[config.mk]
export PLATFORM = sky130hd
export DESIGN_NAME = button_event_classifier
export DESIGN_NICKNAME = d
export VERILOG_FILES = /design/src/rtl/button_event_classifier_pkg.sv /design/src/rtl/edge_detector.sv /design/src/rtl/button_event_classifier.sv
export SDC_FILE = /design/constraint.sdc
export NUM_CORES = 1
export LEC_CHECK = 0
export CORE_ASPECT_RATIO = 0.5
export CORE_MARGIN = 4
export CORE_UTILIZATION = 25
export DETAILED_ROUTE_END_ITERATION = 10
export PLACE_DENSITY = 0.38
export SYNTH_ARGS = -nofsm -noshare
export SYNTH_HDL_FRONTEND = slang
export SYNTH_SLANG_ARGS = --single-unit
[constraint.sdc]
create_clock -name clk -period 5.48 [get_ports clk]
set_clock_uncertainty 0.1 [all_clocks]
set_input_delay 0.822 -clock clk [delete_from_list [all_inputs] [get_ports clk]]
set_output_delay 0.822 -clock clk [all_outputs]
set_load 0.01 [all_outputs]
[src/rtl/button_event_classifier_pkg.sv]
// rtl/button_event_classifier_pkg.sv - shared state encodings and helpers for the button event classifier
//
// Purpose: state encodings (3-bit, stable so debug displays in other labs can
// decode them) and a small helper used to size the dwell counter.
package button_event_classifier_pkg;

    typedef enum logic [2:0] {
        S_IDLE      = 3'd0,
        S_PRESSED   = 3'd1,
        S_LONG_HELD = 3'd2,
        S_WAIT_2ND  = 3'd3,
        S_PRESSED_2 = 3'd4
    } state_t;

    function automatic int max_int(input int a, input int b);
        return (a > b) ? a : b;
    endfunction

endpackage

[src/rtl/edge_detector.sv]
// rtl/edge_detector.sv - armed rise/fall detector for a clk-synchronous level
//
// Purpose: combinational rise/fall strobes relative to the previous sample.
// The first clock after reset only captures the level (armed goes high), so a
// level held through reset never produces a spurious edge.
// Ports:
//   clk   in  1  rising-edge clock
//   rst_n in  1  asynchronous active-low reset
//   din   in  1  synchronous level
//   rise  out 1  din is 1 now and was 0 on the previous sample
//   fall  out 1  din is 0 now and was 1 on the previous sample
module edge_detector (
    input  logic clk,
    input  logic rst_n,
    input  logic din,
    output logic rise,
    output logic fall
);

    logic prev;
    logic armed;

    always_ff @(posedge clk or negedge rst_n) begin
        if (!rst_n) begin
            prev  <= 1'b0;
            armed <= 1'b0;
        end else begin
            prev  <= din;
            armed <= 1'b1;
        end
    end

    assign rise = armed &  din & ~prev;
    assign fall = armed & ~din &  prev;

endmodule

[src/rtl/button_event_classifier.sv]
// rtl/button_event_classifier.sv - turns a debounced button level into press/release/short/long/double-click pulses
//
// Purpose: raw edge pulses plus one classification per press sequence.
// Every output is registered: a pulse appears for exactly one cycle, one
// clock after the sample that caused it.
// Ports:
//   clk           in  1  system clock, rising edge
//   rst_n         in  1  asynchronous active-low reset
//   button_state  in  1  debounced, synchronous level, 1 = pressed
//   press_edge    out 1  pulse on 0->1
//   release_edge  out 1  pulse on 1->0
//   short_press   out 1  pulse: released before long, no second press in window
//   long_press    out 1  pulse: LONG_CYCLES-th consecutive high sample
//   double_click  out 1  pulse: second press within DBL_CYCLES low samples
//   busy          out 1  FSM not idle
module button_event_classifier
    import button_event_classifier_pkg::*;
#(
    parameter int LONG_CYCLES = 50_000_000,
    parameter int DBL_CYCLES  = 12_500_000
) (
    input  logic clk,
    input  logic rst_n,
    input  logic button_state,
    output logic press_edge,
    output logic release_edge,
    output logic short_press,
    output logic long_press,
    output logic double_click,
    output logic busy
);

    localparam int CW = $clog2(max_int(LONG_CYCLES, DBL_CYCLES) + 1);

    // The entry sample already counts as 1, so the threshold sample is the
    // one seen while the counter holds N-1.
    localparam logic [CW-1:0] LONG_LAST = CW'(LONG_CYCLES - 1);
    localparam logic [CW-1:0] DBL_LAST  = CW'(DBL_CYCLES - 1);
    localparam logic [CW-1:0] CNT_ONE   = CW'(1);
    localparam logic [CW-1:0] CNT_MAX   = {CW{1'b1}};

    logic             rise;
    logic             fall;
    state_t           state;
    logic [CW-1:0]    cnt;
    logic [CW-1:0]    cnt_inc;

    edge_detector u_edge (
        .clk   (clk),
        .rst_n (rst_n),
        .din   (button_state),
        .rise  (rise),
        .fall  (fall)
    );

    // Saturating increment: the counter must never wrap back under a threshold.
    assign cnt_inc = (cnt == CNT_MAX) ? cnt : cnt + CNT_ONE;

    assign busy = (state != S_IDLE);

    always_ff @(posedge clk or negedge rst_n) begin
        if (!rst_n) begin
            state        <= S_IDLE;
            cnt          <= '0;
            press_edge   <= 1'b0;
            release_edge <= 1'b0;
            short_press  <= 1'b0;
            long_press   <= 1'b0;
            double_click <= 1'b0;
        end else begin
            press_edge   <= rise;
            release_edge <= fall;
            short_press  <= 1'b0;
            long_press   <= 1'b0;
            double_click <= 1'b0;

            case (state)
                S_IDLE: begin
                    if (rise) begin
                        state <= S_PRESSED;
                        cnt   <= CNT_ONE;
                    end
                end

                // Release is checked first so a fall on the threshold
                // sample is treated as a short press.
                S_PRESSED: begin
                    if (fall) begin
                        state <= S_WAIT_2ND;
                        cnt   <= CNT_ONE;
                    end else if (cnt >= LONG_LAST) begin
                        long_press <= 1'b1;
                        state      <= S_LONG_HELD;
                        cnt        <= '0;
                    end else begin
                        cnt <= cnt_inc;
                    end
                end

                S_LONG_HELD: begin
                    if (fall) begin
                        state <= S_IDLE;
                        cnt   <= '0;
                    end
                end

                // A second press on the would-be timeout sample still counts
                // as a double click.
                S_WAIT_2ND: begin
                    if (rise) begin
                        double_click <= 1'b1;
                        state        <= S_PRESSED_2;
                        cnt          <= '0;
                    end else if (cnt >= DBL_LAST) begin
                        short_press <= 1'b1;
                        state       <= S_IDLE;
                        cnt         <= '0;
                    end else begin
                        cnt <= cnt_inc;
                    end
                end

                S_PRESSED_2: begin
                    if (fall) begin
                        state <= S_IDLE;
                        cnt   <= '0;
                    end
                end

                default: begin
                    state <= S_IDLE;
                    cnt   <= '0;
                end
            endcase
        end
    end

endmodule

After elaboration in Yosys (flattened, before gate mapping). Cells that the tools add are included.

Register bits after elaboration: 36. Input bits: 3. Logic and storage cells: 55.

$add $sub $neg: 1. Magnitude comparators: 2. Equal/unequal tests: 9. Multiplexer cells: 23. Bitwise operators: 6. Reductions and logical operators: 5.

Operator list (count): two-way mux 26 bit (7); case mux 26 bit (4 select lines) (1); adder 26 x 1 -> 26 bit, second input constant (1); equality test 26 bit, second input constant (1); greater-or-equal comparator 26 x 24 -> 1 bit, second input constant (1); greater-or-equal comparator 26 bit, second input constant (1); two-way mux 3 bit (6); case mux 3 bit (4 select lines) (1); two-way mux 1 bit (8); equality test 3 x 2 -> 1 bit, second input constant (2); inequality test 3 bit, second input constant (2); AND 1 bit (4); AND reduction 4 bit (1); equality test 3 x 1 -> 1 bit, second input constant (1); equality test 3 bit, second input constant (1); logical NOT 3 bit (1); nonzero test 3 bit (1); inequality test 2 x 1 -> 1 bit, second input constant (1); inequality test 2 bit, second input constant (1); NOT 1 bit (2); AND reduction 2 bit (1); OR reduction 2 bit (1).

Depth between registers and ports, before layout.
Word-level depth: 5. Gate-level depth with buffers: 9. Gate-level depth less buffers: 7.

Modules after synthesis. From an unflattened synthesis, not the netlist that was laid out.

Cell total of the unflattened synthesis: 231. Area total of the unflattened synthesis: 2108.3 sq um.

Modules (own cells, without submodules): button_event_classifier (times used 1, cells an instance 226, area each 2037.0 sq um, seq. area each 850.8 sq um); edge_detector (times used 1, cells an instance 5, area each 71.3 sq um, seq. area each 50.0 sq um).

Worst setup path after synthesis. No wires, ideal clock.

Path kind: in2reg. Start point: in button_state. End point: reg state[1]. Library setup time: 0.128 ns. Arrival time: 2.260 ns. Data required time: 5.252 ns. Slack: 2.992 ns. Stages on the path: 5. Cells stage by stage: or4b_2 > o21ai_0 > a221oi_1 > nor3_1 > mux2_1.

Longest elaborated chain between the ends: 5. Elaborated cells on any way between the ends: 13. Those cells by class: eq/ne: 4; mux: 3; bitwise: 5; reduce/logical: 1.

RTL lines: start: declaration (RTL line button_event_classifier.sv:24) `input logic button_state,`; NOT 1 bit (RTL line edge_detector.sv:34) `assign fall = armed & ~din & prev;`; AND 1 bit (2 in a row) (RTL line edge_detector.sv:34); inequality test 3 bit (no source line) (tied with other cells); AND reduction 4 bit (no source line) or case mux 3 bit (4 select lines) (tied branches); end signal: assignment (RTL line button_event_classifier.sv:63) `state <= S_IDLE;`; end signal: assignment (RTL line button_event_classifier.sv:80) `state <= S_PRESSED;`; end signal: assignment (RTL line button_event_classifier.sv:89) `state <= S_WAIT_2ND;`; end: declaration (RTL line button_event_classifier.sv:44) `state_t state;`.

Several ways; a longest one is shown, not always the timed one. A chain may end at the register's enable or synchronous reset.

Final worst setup path.
Start point: reg cnt[0]. End point: reg cnt[12].

Longest elaborated chain between the ends: 5. Elaborated cells on any way between the ends: 10. Those cells by class: add/sub: 1; order compare: 2; eq/ne: 1; mux: 6.

RTL lines: start: declaration (RTL line button_event_classifier.sv:45) `logic [CW-1:0] cnt;`; start signal: assignment (RTL line button_event_classifier.sv:96) `cnt <= cnt_inc;`; start signal: assignment (RTL line button_event_classifier.sv:119) `cnt <= cnt_inc;`; adder 26 x 1 -> 26 bit or equality test 26 bit (tied branches) (RTL line button_event_classifier.sv:57) `assign cnt_inc = (cnt == CNT_MAX) ? cnt : cnt + CNT_ONE;`; two-way mux 26 bit (RTL line button_event_classifier.sv:57); two-way mux 26 bit, on equally long branches (RTL line button_event_classifier.sv:114, button_event_classifier.sv:91); two-way mux 26 bit, on equally long branches (RTL line button_event_classifier.sv:110, button_event_classifier.sv:88); case mux 26 bit (4 select lines) * (RTL line button_event_classifier.sv:77) `case (state)`.

Mark *: on every way between the ends. The rest lies on a longest branch, timed or not.

==> impl_results.md <==
- Layout area overhead: 12.3%
- Gpl congestion: 0.811
- Most used DFF post-synth: dfrtp_1
- Worst min-delay path class: flip-flop to flip-flop
- Post-detailed-route count of antenna-violating nets: 0
- CP endpoint kind: flip-flop
- Post-synth ARST share: 100%
- CP required: 5.58 ns
- Flop-to-flop setup slack: 2.16 ns
- CP max FO: 16
- Largest net degree at the start of global routing: 37
- Port buffer count: 8
- Synth cell types: 52
- RR Startpoint: cnt[0]
- Bufs and invs on worst path: 1
- Net count after synthesis: 293
- Post-CTS setup buffers: 0
- Leakage power: 1.06 nW
- Share of cells above drive strength 1: 6.67%
- Total CTS buffers: 5
- Fin. Hold Viols: 0
- Unrepaired setup endpoints after global routing: false
- Die area: 11200 um^2
- Per-cell routed wire length: 17.0 um
- Synth Register Bits: 36
- Core ar.: 8950 um^2
- Final min period: 3.32 ns
- Max Cap Viol: 0
- Relative slew slack: 25.5%
- H-tree lvl count: 2
- Synthesized cell area: 2370 um^2
- Critical path's slowest cell: nor3b_2
- Max Fclk: 301 MHz
- Crit-path leading delay family: simple AND/OR/NAND/NOR gates
- Power per cell area: 341 nW/um^2
- Least-Margin Pin Slew: 1.12 ns
- Fin area: 2660 um^2
- EDFF count, synth: 0
- Mapped Cells: 289
- Clock Pin Slew Worst Setup and Hold Paths: 0.06 ns
- Hold EP: cnt[1]
- Sink Count: 36
- Status: complete, no violations
- Starting Density: 26.4%
- DR pass1 iterations: 4
- Worst stage delay on the critical path: 0.84 ns
- Root buffer cell: clkbuf_16
- Share of the synthesized area in the top cell type: 38.1%
- Chip height: 76.8 um
- Worst path cell trace: ha_1 > and4_1 > or4_1 > a211oi_2 > nor3b_2 > buf_4 > o21bai_1 > a22oi_1
- Worst r2r dst: cnt[12]
- Post-place setup slack: 1.95 ns
- CTS tree: yes
- Path depth of the worst reg2reg path: 8
- Post-DP Area: 2510 um^2
- Setup tns final: 0 ns
- Critical path type: flip-flop to flip-flop
- Antenna fix cells: 0
- Seq/Total Area, Yosys: 38.1%
- Worst min-delay path startpoint: cnt[1]
- Synthesized area per cell: 8.19 um^2
- Final setup margin: 2.16 ns
- Row Count: 24
- Vias: 2136
- Synth warn: 0
- Area leader, netlist: dfrtp_1
- Most frequent cell after synthesis: nand2_1
- Top Registers: cnt: 26 flops, state: 3 flops
- Tot Pwr: 0.907 mW
- Pins Over Slew Limit: 0
- Period utilization: 60.5%
- Number of global-route vias before repair: 2026
- First-pass GRT wire length: 11400 um
- Initial antenna violation count: 0
- Setup violators final: 0
- Detailed placer's ending HPWL: 4700 um
- PostCTS Resize Cnt: 0
- Grt ovf: 0
- Total Routing Usage GR: 12.8%
- Chip width: 146 um
- Final #Nets: 288
- Area contributors post-synth: dfrtp_1, nand2_1, nand4_1
- Initial drt markers: 150
- DRC violations left: 0
- I/O Pins: 9
- Clock Tree Buf Depth: 2
- Count of hold buffers inserted by post-cts repair: 0
- Insertion delay to the later sink of the worst-skew pair: 0.29 ns
- Maximum VDD drop: 0.176 mV
- Hold path cells: 2
- Via-to-Cell Ratio: 5.31
- CP startpoint kind: flip-flop
- Post-Route WL: 6820 um
- Top post-synthesis cells by count: nand2_1, dfrtp_1, nor2_1
- Flip-flop count of the largest register after layout: 26
- Biggest register: cnt
- Crit path DAT: 3.42 ns
worst register-to-register path, cell delays in order, from the launching register on:
cell,delay (ns)
dfrtp_1,0.44
ha_1,0.27
and4_1,0.25
or4_1,0.44
a211oi_2,0.22
nor3b_2,0.84
buf_4,0.36
o21bai_1,0.10
a22oi_1,0.22
area by class of cell:
class	instances	area, um^2
Clock buffer	6	139
Clock inverter	2	10.0
Fill cell	951	6290
Inverter	14	52.6
Multi-Input combinational cell	217	1320
Sequential cell	36	901
Tap cell	117	146
Timing Repair Buffer	10	90.1
stage by stage:
step | utilization [%] | hold slack [ns] | cells
finish | 29.7 | 0.418 | 402
global route | 29.7 | 0.495 | 402
CTS | 29.7 | 0.427 | 402
detailed placement | 28.0 | 0.415 | 394
global placement | 28.0 | 0.410 | 394
floorplan | - | 0.381 | 289
cell families (layout without fill, tap and decap cells):
group / after synthesis / after routing / share of synthesized area (%)
AOI/OAI and AO/OA: 69 / 69 / 20.3
xor gates and xnor gates: 4 / 4 / 1.48
adders and majority gates: 1 / 1 / 0.529
buffers and inverters: 36 / 32 / 6.45
DFF: 36 / 36 / 38.1
muxes: 3 / 3 / 1.32
other: 1 / 1 / 0.158
and+or+nand+nor: 139 / 139 / 31.7
where the power goes:
part | leakage [nW] | switching [mW] | internal, mW
clock | 0.0766 | 0.119 | 0.179
sequential | 0.490 | 0.0449 | 0.291
combinational | 0.489 | 0.192 | 0.0803
total | 1.06 | 0.355 | 0.551
how the worst max path moves through the flow:
stage / from / endpoint / slack (ns) / depth (start not counted)
detailed placement: button_state / state[1] / 1.95 / 6
floorplan: button_state / state[1] / 2.99 / 5
global placement: button_state / cnt[6] / 2.00 / 6
global route: cnt[0] / cnt[12] / 1.87 / 8
CTS: cnt[0] / cnt[12] / 2.09 / 8
finish: cnt[0] / cnt[12] / 2.16 / 8
layout by cell type, fill, tap and decap left out, types with 10 or more instances in the layout:
cell / count
o21ai_1: 10
inv_1: 14
nor3_1: 11
o21ai_0: 10
nand4_1: 15
nor2_1: 17
nand2_1: 43
dfrtp_1: 36
o22ai_1: 11
per-layer routing:
metal	up-vias	GRT usage, %	wire length [um]
met4	0	2.84	63
met1	1037	19.6	3750
li1	1049	-	-
met2	41	17.6	2750
met3	9	3.42	260
met5	-	0	0
Power figures use the tool's default switching activity.
